<file path="src/rtl/cpu_types_pkg.sv">
// rtl/cpu_types_pkg.sv - shared types for the instruction cache
package cpu_types_pkg;

  // Index width of the default 16-frame instruction cache.
  localparam int ICACHE_IDXW = 4;
  localparam int ICACHE_TAGW = 32 - ICACHE_IDXW - 2;

  // Fetch address split: tag, frame index, byte offset.
  typedef struct packed {
    logic [ICACHE_TAGW-1:0] tag;
    logic [ICACHE_IDXW-1:0] idx;
    logic [1:0]             bytoff;
  } icachef_t;

  // Miss-handling FSM states.
  typedef enum logic {
    IDLE  = 1'b0,
    FETCH = 1'b1
  } icache_state_t;

endpackage

</file>
<file path="src/rtl/icache.sv">
// rtl/icache.sv - direct-mapped read-only instruction cache with miss counter
module icache
  import cpu_types_pkg::*;
#(
  parameter int NSETS = 16,
  parameter int IDXW  = 4
) (
  input  logic        CLK,
  input  logic        RST,
  input  logic        imemREN,
  input  logic [31:0] imemaddr,
  output logic        ihit,
  output logic [31:0] imemload,
  input  logic        flush,
  output logic        iREN,
  output logic [31:0] iaddr,
  input  logic        iwait,
  input  logic [31:0] iload,
  output logic [15:0] miss_count
);

  localparam int TAGW = 30 - IDXW;

  icache_state_t state, next_state;
  logic [31:0]      fetch_addr;
  logic [NSETS-1:0] valid;
  logic [TAGW-1:0]  tags [NSETS];
  logic [31:0]      data [NSETS];
  logic [15:0]      miss_cnt;

  logic [IDXW-1:0]  req_idx, fill_idx;
  logic [TAGW-1:0]  req_tag, fill_tag;
  logic             hit, miss_start, fill;

  assign req_tag    = imemaddr[31:IDXW+2];
  assign req_idx    = imemaddr[IDXW+1:2];
  assign fill_tag   = fetch_addr[31:IDXW+2];
  assign fill_idx   = fetch_addr[IDXW+1:2];
  assign miss_count = miss_cnt;

  // Lookup, next-state and outputs; FETCH outputs depend only on state and fetch_addr.
  always_comb begin
    next_state = state;
    hit        = 1'b0;
    miss_start = 1'b0;
    fill       = 1'b0;
    ihit       = 1'b0;
    imemload   = 32'h0;
    iREN       = 1'b0;
    iaddr      = 32'h0;
    case (state)
      IDLE: begin
        hit      = imemREN & valid[req_idx] & (tags[req_idx] == req_tag);
        ihit     = hit & ~flush;
        imemload = hit ? data[req_idx] : 32'h0;
        if (imemREN & ~hit & ~flush) begin
          miss_start = 1'b1;
          next_state = FETCH;
        end
      end
      FETCH: begin
        iREN  = 1'b1;
        iaddr = fetch_addr;
        fill  = ~iwait & ~flush;
        if (~iwait) begin
          next_state = IDLE;
        end
      end
      default: next_state = IDLE;
    endcase
    // Flush wins over any pending transition; an in-flight fill is simply dropped.
    if (flush) begin
      next_state = IDLE;
    end
  end

  // State, miss address, frame arrays and saturating miss counter.
  always_ff @(posedge CLK) begin
    if (RST) begin
      state      <= IDLE;
      valid      <= '0;
      fetch_addr <= 32'h0;
      miss_cnt   <= 16'h0;
    end else begin
      state <= next_state;
      if (flush) begin
        valid <= '0;
      end else if (fill) begin
        valid[fill_idx] <= 1'b1;
        tags[fill_idx]  <= fill_tag;
        data[fill_idx]  <= iload;
      end
      if (miss_start) begin
        fetch_addr <= imemaddr;
        if (miss_cnt != 16'hFFFF) begin
          miss_cnt <= miss_cnt + 16'h1;
        end
      end
    end
  end

endmodule

</file>
<file path="config.mk">
export PLATFORM = sky130hd
export DESIGN_NAME = icache
export DESIGN_NICKNAME = d
export VERILOG_FILES = /design/src/rtl/cpu_types_pkg.sv /design/src/rtl/icache.sv
export SDC_FILE = /design/constraint.sdc
export NUM_CORES = 1
export LEC_CHECK = 0
export ABC_AREA = 1
export BUFFER_PORTS_ARGS = -buffer_cell sky130_fd_sc_hd__buf_2
export CORE_UTILIZATION = 40
export DETAILED_ROUTE_END_ITERATION = 12
export GPL_TIMING_DRIVEN = 0
export PLACE_DENSITY_LB_ADDON = 0.1
export SLEW_MARGIN = 20
export SYNTH_ARGS = -nofsm -noshare
export SYNTH_HDL_FRONTEND = slang
export SYNTH_SLANG_ARGS = --single-unit
</file>
<file path="constraint.sdc">
create_clock -name CLK -period 6 [get_ports CLK]
set_input_delay 0.3 -clock CLK [delete_from_list [all_inputs] [get_ports CLK]]
set_output_delay 0.3 -clock CLK [all_outputs]
set_load 0.005 [all_outputs]
</file>
==> summary.md <==
| Metric | Value |
|---|---|
| Worst Tran Pin Value | 1.15 ns |
| Post-DP HPWL | roughly 100000 microns |
| Avg Cell Area, Syn | 11.4 sq um |
| Clock Skew | 0.0289 ns |
| CP startpoint kind | input pin |
| Async set-reset flop share out of synthesis | 0% |
| RSZ-0062 raised after global routing | false |
| Comb power frac | 6.5% |
| Final #Nets | 4092 |
| Initial Util | 40.6% |
| Total GRT Usage | 28.2% |
| Buffers on Ports | 148 |
| Min Clock Period, post-route | 5.24 ns |
| Net Count, Synth | between 3000 and 4000 |
| Outcome | finished clean |
| # diodes | 0 |
| Row count | between 100 and 150 |
| CP endpoint kind | output pin |
| Synth Register Bits | 993 |
| P_sw | roughly 3.6 mW |
| Sequential share of power | 50.5% |
| Top post-synthesis cells by area | edfxtp_1 (68%), nand2_1 (8.1%), a21oi_1 (3.2%), dfxtp_1 (3.2%), nand3_1 (3.2%) |
| DIE HEIGHT | 321 microns |
| Netlist Area Pre-Place | 40700 sq um |
| Vias in the first global route | roughly 28000 |
| Sequential area share after synthesis | 71.6% |
| DR WL/cell | 26.7 microns |
| Die area | 103000 sq um |
| Ys flop type | edfxtp_1 |
| 1st-iter DRT viols | between 2000 and 3000 |
| Clk pin slew, worst setup/hold paths | 0.06 ns |
| Post-route clock period utilization | 87.3% |
| Antenna-violating nets left | 0 |
| F_max | 191 MHz |
| Sw frac | 23.8% |
| Dpl cells | 5206 |
| Core ar. | 100000 sq um |
| Drt via density | between 5 and 6 |
| Count leader, synth | edfxtp_1 |
| Critical path class | in2out |
| Synth Instances | between 3000 and 4000 |
| Max cap viols | 0 |
| Die W | 321 microns |
| Layout cell share with drive strength beyond 1 | 13.3% |
| Worst EP required | 5.70 ns |
| CTS max path bufs | 3 |
| Max rail drop VDD | 0.277 mV |
| Post-Layout Cell Count | between 5000 and 6000 |
| Worst Hold Class | in2reg |
| Clock root buffer | clkbuf_16 |
| H-tree Lvls | 3 |
| IO Pins | 151 |
| Pin count of the biggest net entering global routing | 19 |
| Residual DRC | 0 |
| Routed vias | 29895 |
| Leakage | 18.4 nW |
| Congestion Overflow GR | 0 |
| Fin. max-slew vios | 0 |
| Clock latency on the worst-skew pair | 0.71 ns |
| Final wirelength | between 100000 and 150000 microns |
| Clk pwr share | a little over two fifths |
| Final Hold Viols | 0 |
| CTS tree | yes |
| Count of different cell masters after synthesis | 31 |
| Gpl congestion | 0.951 |
| Initial antenna violation count | 2 |
| Post-synth EDFFs | ~930 |
| Area grow syn2layout | 19.7% |
| Global-route wire length before repair | 206000 microns |
| Drt first pass iters | 7 |
| Num CTS Buffers | approximately 110 |
| Final WS setup | 0.760 ns |
| Synth top cells by count | edfxtp_1 (928), nand2_1 (878), nor2_1 (317) |
| CP Max Fanout | 10 |
| Leading area contributor after synthesis | edfxtp_1 |
| Synth warnings | 0 |
| Slew HR | 23.7% |
| Post-synth top area share | 68.4% |
| CP arrival | around 4.9 ns |
| Internal power | 11.6 mW |
| Pre-CTS WS | just under 1 ns |
| TritonCTS Sinks | roughly 990 |
| Power per Cell Area | 311 nW/um^2 |
| Final setup viols | 0 |
==> cell type report <==
class | count | area [sq um]
Clock buffer | 136 | 2880
Multi-Input combinational cell | 2080 | 9710
Sequential cell | 993 | 29200
Inverter | 271 | 1020
Tap cell | 1357 | 1700
Timing Repair Buffer | 347 | 2800
Buffer | 220 | 940
Clock inverter | 67 | 569
Fill cell | 9165 | 51700
==> power groups by stage <==
stage	registers, mW	logic, mW	clock network (mW)
floorplan	7.78	0.493	0
global placement	7.82	0.938	0
detailed placement	7.82	0.944	0
CTS	7.67	0.980	6.59
global route	7.67	1.05	6.83
finish	7.67	0.987	6.52
==> cells in the final DEF, fill, tap and decap left out, types with 8 or more instances in the layout <==
cell type	count
a21oi_1	264
a221oi_1	121
buf_1	49
buf_12	9
buf_16	10
buf_2	222
buf_4	97
buf_6	26
clkbuf_1	113
clkbuf_16	110
clkinv_1	25
clkinv_2	25
dfxtp_1	65
dlygate4sd3_1	62
edfxtp_1	928
inv_1	265
nand2_1	878
nand3_1	259
nand4_1	24
nor2_1	312
nor3_2	11
o211ai_1	26
o21ai_0	112
o21ai_1	8
o31ai_1	30
==> worst max-delay path: stages <==
cell      delay [ns]
buf_2           0.12
clkbuf_1        0.60
buf_1           0.74
nand3_1         0.25
nand2_1         0.18
o21ai_0         0.09
nor2_1          0.22
nand4_1         0.11
nor2_1          0.12
nand2_1         0.07
nor2_1          0.44
nand2_1         0.59
buf_2           0.43
nor2_1          0.42
buf_2           0.20
==> state kept, by name, summed over array words and instances, names as in the netlist <==
name and flops:
data 512, fetch_addr 32, miss_count 16, state 1
tags 416, valid 16
==> metal layers <==
layer  routed length (microns)  vias to the layer above  global-route usage, %
li1                          -                    13473                      -
met1                     59300                    14757                   37.0
met2                     71500                     1366                   47.9
met3                      9850                      297                   3.70
met4                      5290                        2                   9.71
met5                        12                        -                      0
==> final timing paths <==
kind,from,endpoint,slack [ns],cells after the start
max,imemaddr[5],imemload[10],0.76,15
min reg2reg,valid[13]$_SDFFE_PP0P_,valid[13]$_SDFFE_PP0P_,0.48,2
max reg2reg,state$_SDFF_PP0_,tags[13][0]$_DFFE_PP_,2.60,12
min,iload[24],data[8][24]$_DFFE_PP_,0.02,1
==> kinds of logic after synthesis <==
kind of cell | Yosys count | share of synthesized area, %
flops | 993 | 71.6
xor+xnor | 2 | 0.0430
fa+ha+maj | 1 | 0.0307
simple gates | 1506 | 15.0
compound gates | 571 | 8.58
buf+inv | 491 | 4.80
==> stage by stage <==
| step | hold WS (ns) | cell area, sq um | utilization [%] | power [mW] | TNS (ns) |
|---|---|---|---|---|---|
| after floorplan | 0.399 | 40700 | - | 8.27 | 0 |
| after global placement | 0.455 | 43200 | 43.0 | 8.75 | -4445.38 |
| after detailed placement | 0.456 | 44700 | 44.5 | 8.76 | 0 |
| after CTS | 0.00528 | 48800 | 48.6 | 15.2 | 0 |
| after global routing | 0.00627 | 48800 | 48.6 | 15.6 | 0 |
| final | 0.0220 | 48800 | 48.6 | 15.2 | 0 |
==> timing repair <==
action | CTS | global route
hold buffers | 62 | 0
buffers inserted | 0 | 0
endpoints found under the setup margin | 0 | 0
resized for setup | 0 | 0
hold endpoints to repair | 511 | 0
(Power assumes the default switching activity.)
